[src/rtl/core_lsu.sv]
// core_lsu: load/store unit behind core_alu. Runs one data-memory
// transaction at a time over a req/ack bus. Loads return extracted and
// extended data to writeback. Misaligned, illegal and timed-out accesses
// raise a one-cycle exception pulse.
module core_lsu #(
  parameter int TIMEOUT = 16
) (
  input  logic        clk,
  input  logic        rst,
  input  logic        in_valid,
  output logic        in_ready,
  input  logic        i_lb,
  input  logic        i_lh,
  input  logic        i_lw,
  input  logic        i_lbu,
  input  logic        i_lhu,
  input  logic        i_sb,
  input  logic        i_sh,
  input  logic        i_sw,
  input  logic [31:0] addr,
  input  logic [31:0] wdata,
  input  logic [4:0]  rd,
  output logic        mem_req,
  output logic        mem_we,
  output logic [31:0] mem_addr,
  output logic [3:0]  mem_be,
  output logic [31:0] mem_wdata,
  input  logic [31:0] mem_rdata,
  input  logic        mem_ack,
  output logic        wb_valid,
  output logic [4:0]  wb_rd,
  output logic [31:0] wb_data,
  output logic        exc_valid,
  output logic [1:0]  exc_code,
  output logic [31:0] exc_addr
);

  typedef enum logic [1:0] {IDLE = 2'b00, ACCESS = 2'b01, DONE = 2'b10} state_t;

  localparam logic [7:0] CNT_LAST = 8'(TIMEOUT - 1);

  state_t      state_r, state_s;
  logic [7:0]  op_s;          // {lb, lh, lw, lbu, lhu, sb, sh, sw}
  logic [4:0]  ld_r;          // latched load flags {lb, lh, lw, lbu, lhu}
  logic [31:0] addr_r;
  logic [4:0]  rd_r;
  logic [7:0]  cnt_r;
  logic        accept_s, onehot_s, misaligned_s, is_store_s;
  logic        exc_s, load_done_s;
  logic [1:0]  exc_code_s;
  logic [3:0]  be_s;
  logic [31:0] wdata_s;

  function automatic logic is_onehot(input logic [7:0] v);
    return (v != 8'd0) && ((v & (v - 8'd1)) == 8'd0);
  endfunction

  // Select the byte/halfword lane and extend it according to the load type.
  function automatic logic [31:0] load_extract(input logic [4:0] ld,
                                               input logic [1:0] a,
                                               input logic [31:0] d);
    logic [7:0]  b;
    logic [15:0] h;
    b = d[{a, 3'b000} +: 8];
    h = a[1] ? d[31:16] : d[15:0];
    if (ld[4])      return {{24{b[7]}}, b};
    else if (ld[3]) return {{16{h[15]}}, h};
    else if (ld[1]) return {24'd0, b};
    else if (ld[0]) return {16'd0, h};
    else if (ld[2]) return d;
    else            return 32'd0;
  endfunction

  assign op_s     = {i_lb, i_lh, i_lw, i_lbu, i_lhu, i_sb, i_sh, i_sw};
  assign accept_s = in_valid & in_ready;

  // Decode the incoming request: legality, alignment and store lane formatting.
  always_comb begin
    onehot_s     = is_onehot(op_s);
    misaligned_s = ((op_s[6] | op_s[3] | op_s[1]) & addr[0]) |
                   ((op_s[5] | op_s[0]) & (addr[1:0] != 2'b00));
    is_store_s   = |op_s[2:0];
    if (op_s[2]) begin
      be_s    = 4'b0001 << addr[1:0];
      wdata_s = {4{wdata[7:0]}};
    end else if (op_s[1]) begin
      be_s    = 4'b0011 << addr[1:0];
      wdata_s = {2{wdata[15:0]}};
    end else begin
      be_s    = 4'b1111;
      wdata_s = wdata;
    end
  end

  // Next-state logic and selection of the outcome reported in DONE.
  always_comb begin
    state_s     = state_r;
    exc_s       = 1'b0;
    exc_code_s  = 2'b00;
    load_done_s = 1'b0;
    case (state_r)
      IDLE: begin
        if (accept_s) begin
          if (!onehot_s) begin
            state_s    = DONE;
            exc_s      = 1'b1;
            exc_code_s = 2'b11;
          end else if (misaligned_s) begin
            state_s    = DONE;
            exc_s      = 1'b1;
            exc_code_s = 2'b01;
          end else begin
            state_s = ACCESS;
          end
        end else begin
          state_s = IDLE;
        end
      end
      ACCESS: begin
        // An ack in the final timeout cycle still completes the access.
        if (mem_ack) begin
          state_s     = DONE;
          load_done_s = |ld_r;
        end else if (cnt_r == CNT_LAST) begin
          state_s    = DONE;
          exc_s      = 1'b1;
          exc_code_s = 2'b10;
        end else begin
          state_s = ACCESS;
        end
      end
      DONE:    state_s = IDLE;
      default: state_s = IDLE;
    endcase
  end

  // State register.
  always_ff @(posedge clk or posedge rst) begin
    if (rst) state_r <= IDLE;
    else     state_r <= state_s;
  end

  // Latched request fields and the ack-wait counter.
  always_ff @(posedge clk or posedge rst) begin
    if (rst) begin
      ld_r   <= 5'd0;
      addr_r <= 32'd0;
      rd_r   <= 5'd0;
      cnt_r  <= 8'd0;
    end else begin
      if (accept_s) begin
        ld_r   <= op_s[7:3];
        addr_r <= addr;
        rd_r   <= rd;
      end
      if ((state_r == ACCESS) && (state_s == ACCESS)) cnt_r <= cnt_r + 8'd1;
      else                                             cnt_r <= 8'd0;
    end
  end

  // Handshake and memory-bus outputs; bus fields are loaded once per access.
  always_ff @(posedge clk or posedge rst) begin
    if (rst) begin
      in_ready  <= 1'b1;
      mem_req   <= 1'b0;
      mem_we    <= 1'b0;
      mem_addr  <= 32'd0;
      mem_be    <= 4'd0;
      mem_wdata <= 32'd0;
    end else begin
      in_ready <= (state_s == IDLE);
      mem_req  <= (state_s == ACCESS);
      if ((state_r == IDLE) && (state_s == ACCESS)) begin
        mem_we    <= is_store_s;
        mem_addr  <= {addr[31:2], 2'b00};
        mem_be    <= be_s;
        mem_wdata <= wdata_s;
      end
    end
  end

  // Writeback and exception pulses; their payloads hold until the next pulse.
  always_ff @(posedge clk or posedge rst) begin
    if (rst) begin
      wb_valid  <= 1'b0;
      wb_rd     <= 5'd0;
      wb_data   <= 32'd0;
      exc_valid <= 1'b0;
      exc_code  <= 2'b00;
      exc_addr  <= 32'd0;
    end else begin
      wb_valid  <= load_done_s;
      exc_valid <= exc_s;
      if (load_done_s) begin
        wb_rd   <= rd_r;
        wb_data <= load_extract(ld_r, addr_r[1:0], mem_rdata);
      end
      if (exc_s) begin
        exc_code <= exc_code_s;
        exc_addr <= (state_r == IDLE) ? addr : addr_r;
      end
    end
  end

endmodule

[config.mk]
export PLATFORM = sky130hd
export DESIGN_NAME = core_lsu
export DESIGN_NICKNAME = d
export VERILOG_FILES = /design/src/rtl/core_lsu.sv
export SDC_FILE = /design/constraint.sdc
export NUM_CORES = 1
export LEC_CHECK = 0
export ABC_AREA = 1
export CAP_MARGIN = 30
export CORE_ASPECT_RATIO = 1.1
export CORE_MARGIN = 2
export CORE_UTILIZATION = 23
export CTS_CLUSTER_DIAMETER = 60
export CTS_CLUSTER_SIZE = 40
export DETAILED_ROUTE_END_ITERATION = 16
export GPL_TIMING_DRIVEN = 0
export MAX_ROUTING_LAYER = met4
export PLACE_DENSITY = 0.46
export SKIP_LAST_GASP = 1
export SLEW_MARGIN = 15
export SYNTH_ARGS = -nofsm -noshare
export SYNTH_HDL_FRONTEND = slang
export SYNTH_SLANG_ARGS = --single-unit
[constraint.sdc]
create_clock -name clk -period 17.4 [get_ports clk]
set_input_delay 1.74 -clock clk [delete_from_list [all_inputs] [get_ports clk]]
set_output_delay 1.74 -clock clk [all_outputs]
set_load 0.03 [all_outputs]
==> flow_summary.yaml <==
status:
  status: "complete, no violations"
cts:
  cts.path.max_buffers: 2
  post_cts_buffers: 0
  htree_levels: 4
  path_clk_slew_ns: 0.08
  clock_sinks: 194
  root_buffer: "clkbuf_16"
  cts_made_buffers: 17
  ctsResizeCount: 0
  hold_buffers: 0
  cts_tree: "yes"
  clock_latency_ns: 0.45
critical_path:
  worstPathCellList: "clkdlybuf4s50_1, inv_1, ha_1, a21oi_1, a21oi_2, nand4_4, clkbuf_1, o21ai_0"
  reg2reg_to: "mem_wdata[26]"
  worst_r2r_path_depth: 7
  end_kind: "flop"
  critPathMaxFanout: 10
  crit_required_ns: 17.69
  critical-path-top-delay-family: "buffers and inverters"
  r2r_start: "in_ready"
  arrival_ns: 3.82
  worstSetupStartpoint: "addr[0]"
  start_kind: "input port"
  slowest_delay_ns: 0.63
  ff2ff_setup_slack_ns: 15.35
  cp_slowest_cell: "clkdlybuf4s50_1"
  path_buf_inv: 3
  critPathKind: "in2reg"
finish:
  syn2layout_area_growth_pct: 43.1
  drive_gt1_frac: 0.108
  fin_nets: 1397
  fin_util: 0.333
  final_cell_area_um2: 12700
  fin_cells: 1797
worst_hold_path:
  min_path_cells: 2
  whs_endpoint: "wb_rd[0]"
  worstHoldStart: "rd_r[0]"
  worstHoldPathType: "reg2reg"
synth:
  ys_seq_area_frac: 0.547
  yosys_warnings: 0
  syn_inst: 1004
  netlist_area_um2: 8880
  syn_area_per_cell_um2: 8.84
  synth_area_leader_cell: "dfrtp_1"
  synth-seq-cells: 194
  synth_area_leaders: "dfrtp_1 54%, nand2_1 14%, mux2_2 7.1%, o21ai_0 4.0%, a21oi_1 3.4%"
  ys_types: 35
  synth_top_area_share: 0.544
place:
  numPortBuffers: 254
  placed_area_um2: 12100
  hpwl_mm: 22.5
  place_ws_ns: 13.33
  place_congestion: 0.856
  dp.cells: 1760
detailed_routing:
  dr.pass1.iters: 4
  drtAntennaViolNets: 0
  via_count: 7747
  vias_per_cell: 4.31
  routedWlPerCell_um: 16.9
  wirelength_mm: 30.4
  drtIter0Drc: 430
  drcViolationCount: 0
run:
  max_cap_viol_count: 0
floorplan:
  die_w_um: 191
  die_area_um2: 40200
  io_pins: 257
  initial_utilization: 0.233
  coreArea_um2: 38100
  chipHeight_um: 210
  rows: 75
sta:
  drv_slew: 0
  hold_violations: 0
  slew_headroom: 0.518
  whs_ns: 0.462
  timing.fmax_ghz: 0.283
  timing.final.crit_share: 0.203
  fin_ws_ns: 13.87
  worstMarginPinSlew_ns: 0.723
  fin_skew_ns: 0.0153
  tns_ns: 0
  min_period_ns: 3.53
  finalSetupViolCount: 0
  rsz0062_at_grt: "false"
global_routing:
  first_global_vias: 7929
  track_usage: 0.158
  grt_start_max_net_pins: 101
  grt_pass1_wl_mm: 47.0
  grt_overflow: 0
  antenna_found_initial: 4
power:
  total_power_mw: 1.27
  p_leak_nw: 5.89
  p_per_area_nw_per_um2: 100
  ir_drop_v: 0.0000668
## tightest hold or removal path: stages (launching register included)
cell	delay [ns]
dfrtp_1	0.34
nand2_1	0.05
nand2_1	0.05
## area by class of cell
class,count,area (µm²)
Fill cell,4049,25400
Sequential cell,194,4860
Multi-Input combinational cell,692,3490
Timing Repair Buffer,255,2570
Tap cell,500,626
Clock buffer,18,439
Buffer,54,294
Inverter,65,251
Clock inverter,14,169
Antenna cell,5,12.5
## report_power, final
group          switching [mW]  internal (mW)
clock network           0.203          0.211
logic                   0.189          0.136
registers              0.0304          0.502
total                   0.422          0.848
## state kept, by name (all words and copies together) (netlist names)
register,count
in_ready,1
mem_we,1
exc_addr,32
ld_r,5
mem_addr,30
state_r,2
rd_r,5
mem_wdata,32
addr_r,32
cnt_r,8
exc_code,2
exc_valid,1
mem_be,4
wb_rd,5
wb_valid,1
mem_req,1
wb_data,32
## cells in the mapped netlist (all sizes together)
cell	number
nand2	338
dfrtp	193
o21ai	82
nor2	70
inv	64
a21oi	62
mux2	56
nand3	44
buf	33
clkbuf	21
o22ai	9
a31oi	7
o211ai	7
ha	5
nor3b	4
nand4	2
nor3	2
xor2	2
clkinv	1
conb	1
dfstp	1
## worst max-delay path by stage
stage	to	depth (start not counted)	slack [ns]
CTS	mem_be[0]	8	13.79
detailed placement	mem_be[0]	8	13.33
floorplan	addr_r[0]	1	10.38
global route	mem_be[0]	8	13.61
global placement	mem_addr[23]	2	7.04
finish	mem_be[0]	8	13.87
## cell families (layout without fill, tap and decap cells)
| logic type | count (synthesis) | in the layout | synth area share |
|---|---|---|---|
| AO/OA/AOI/OAI | 167 | 167 | 0.0988 |
| XOR/XNOR | 2 | 2 | 0.00197 |
| adder cells (fa/ha/maj) | 5 | 5 | 0.00705 |
| buffers and inverters | 119 | 406 | 0.0606 |
| flip-flops | 194 | 194 | 0.547 |
| multiplexers | 56 | 56 | 0.0710 |
| other | 1 | 7 | 0.000422 |
| AND/OR/NAND/NOR | 460 | 460 | 0.213 |
## per-layer routing
layer  GRT usage  vias up  share of wire
met2       0.245      212           0.47
met5           -        -              0
met1       0.200     3703           0.44
met3      0.0428       29          0.067
met4      0.0472        0          0.021
li1            -     3803              -
## layout by cell type (no fill, tap or decap), types with 4 or more instances in the layout
cell type and instances:
o22ai_1 9, nor2_1 63, buf_2 16, inv_8 7, clkdlybuf4s50_1 254, inv_1 57
clkbuf_16 17, diode_2 5, dfrtp_1 193, nor2_2 4, o21ai_1 11, ha_1 5
mux2_2 56, o211ai_1 7, clkbuf_1 21, buf_6 7, nand3_1 42, nor3b_1 4
buf_1 5, o21ai_0 71, buf_4 5, a21oi_1 61, a31oi_1 7, nand2_1 335
inv_2 6
(Power assumes the default switching activity.)
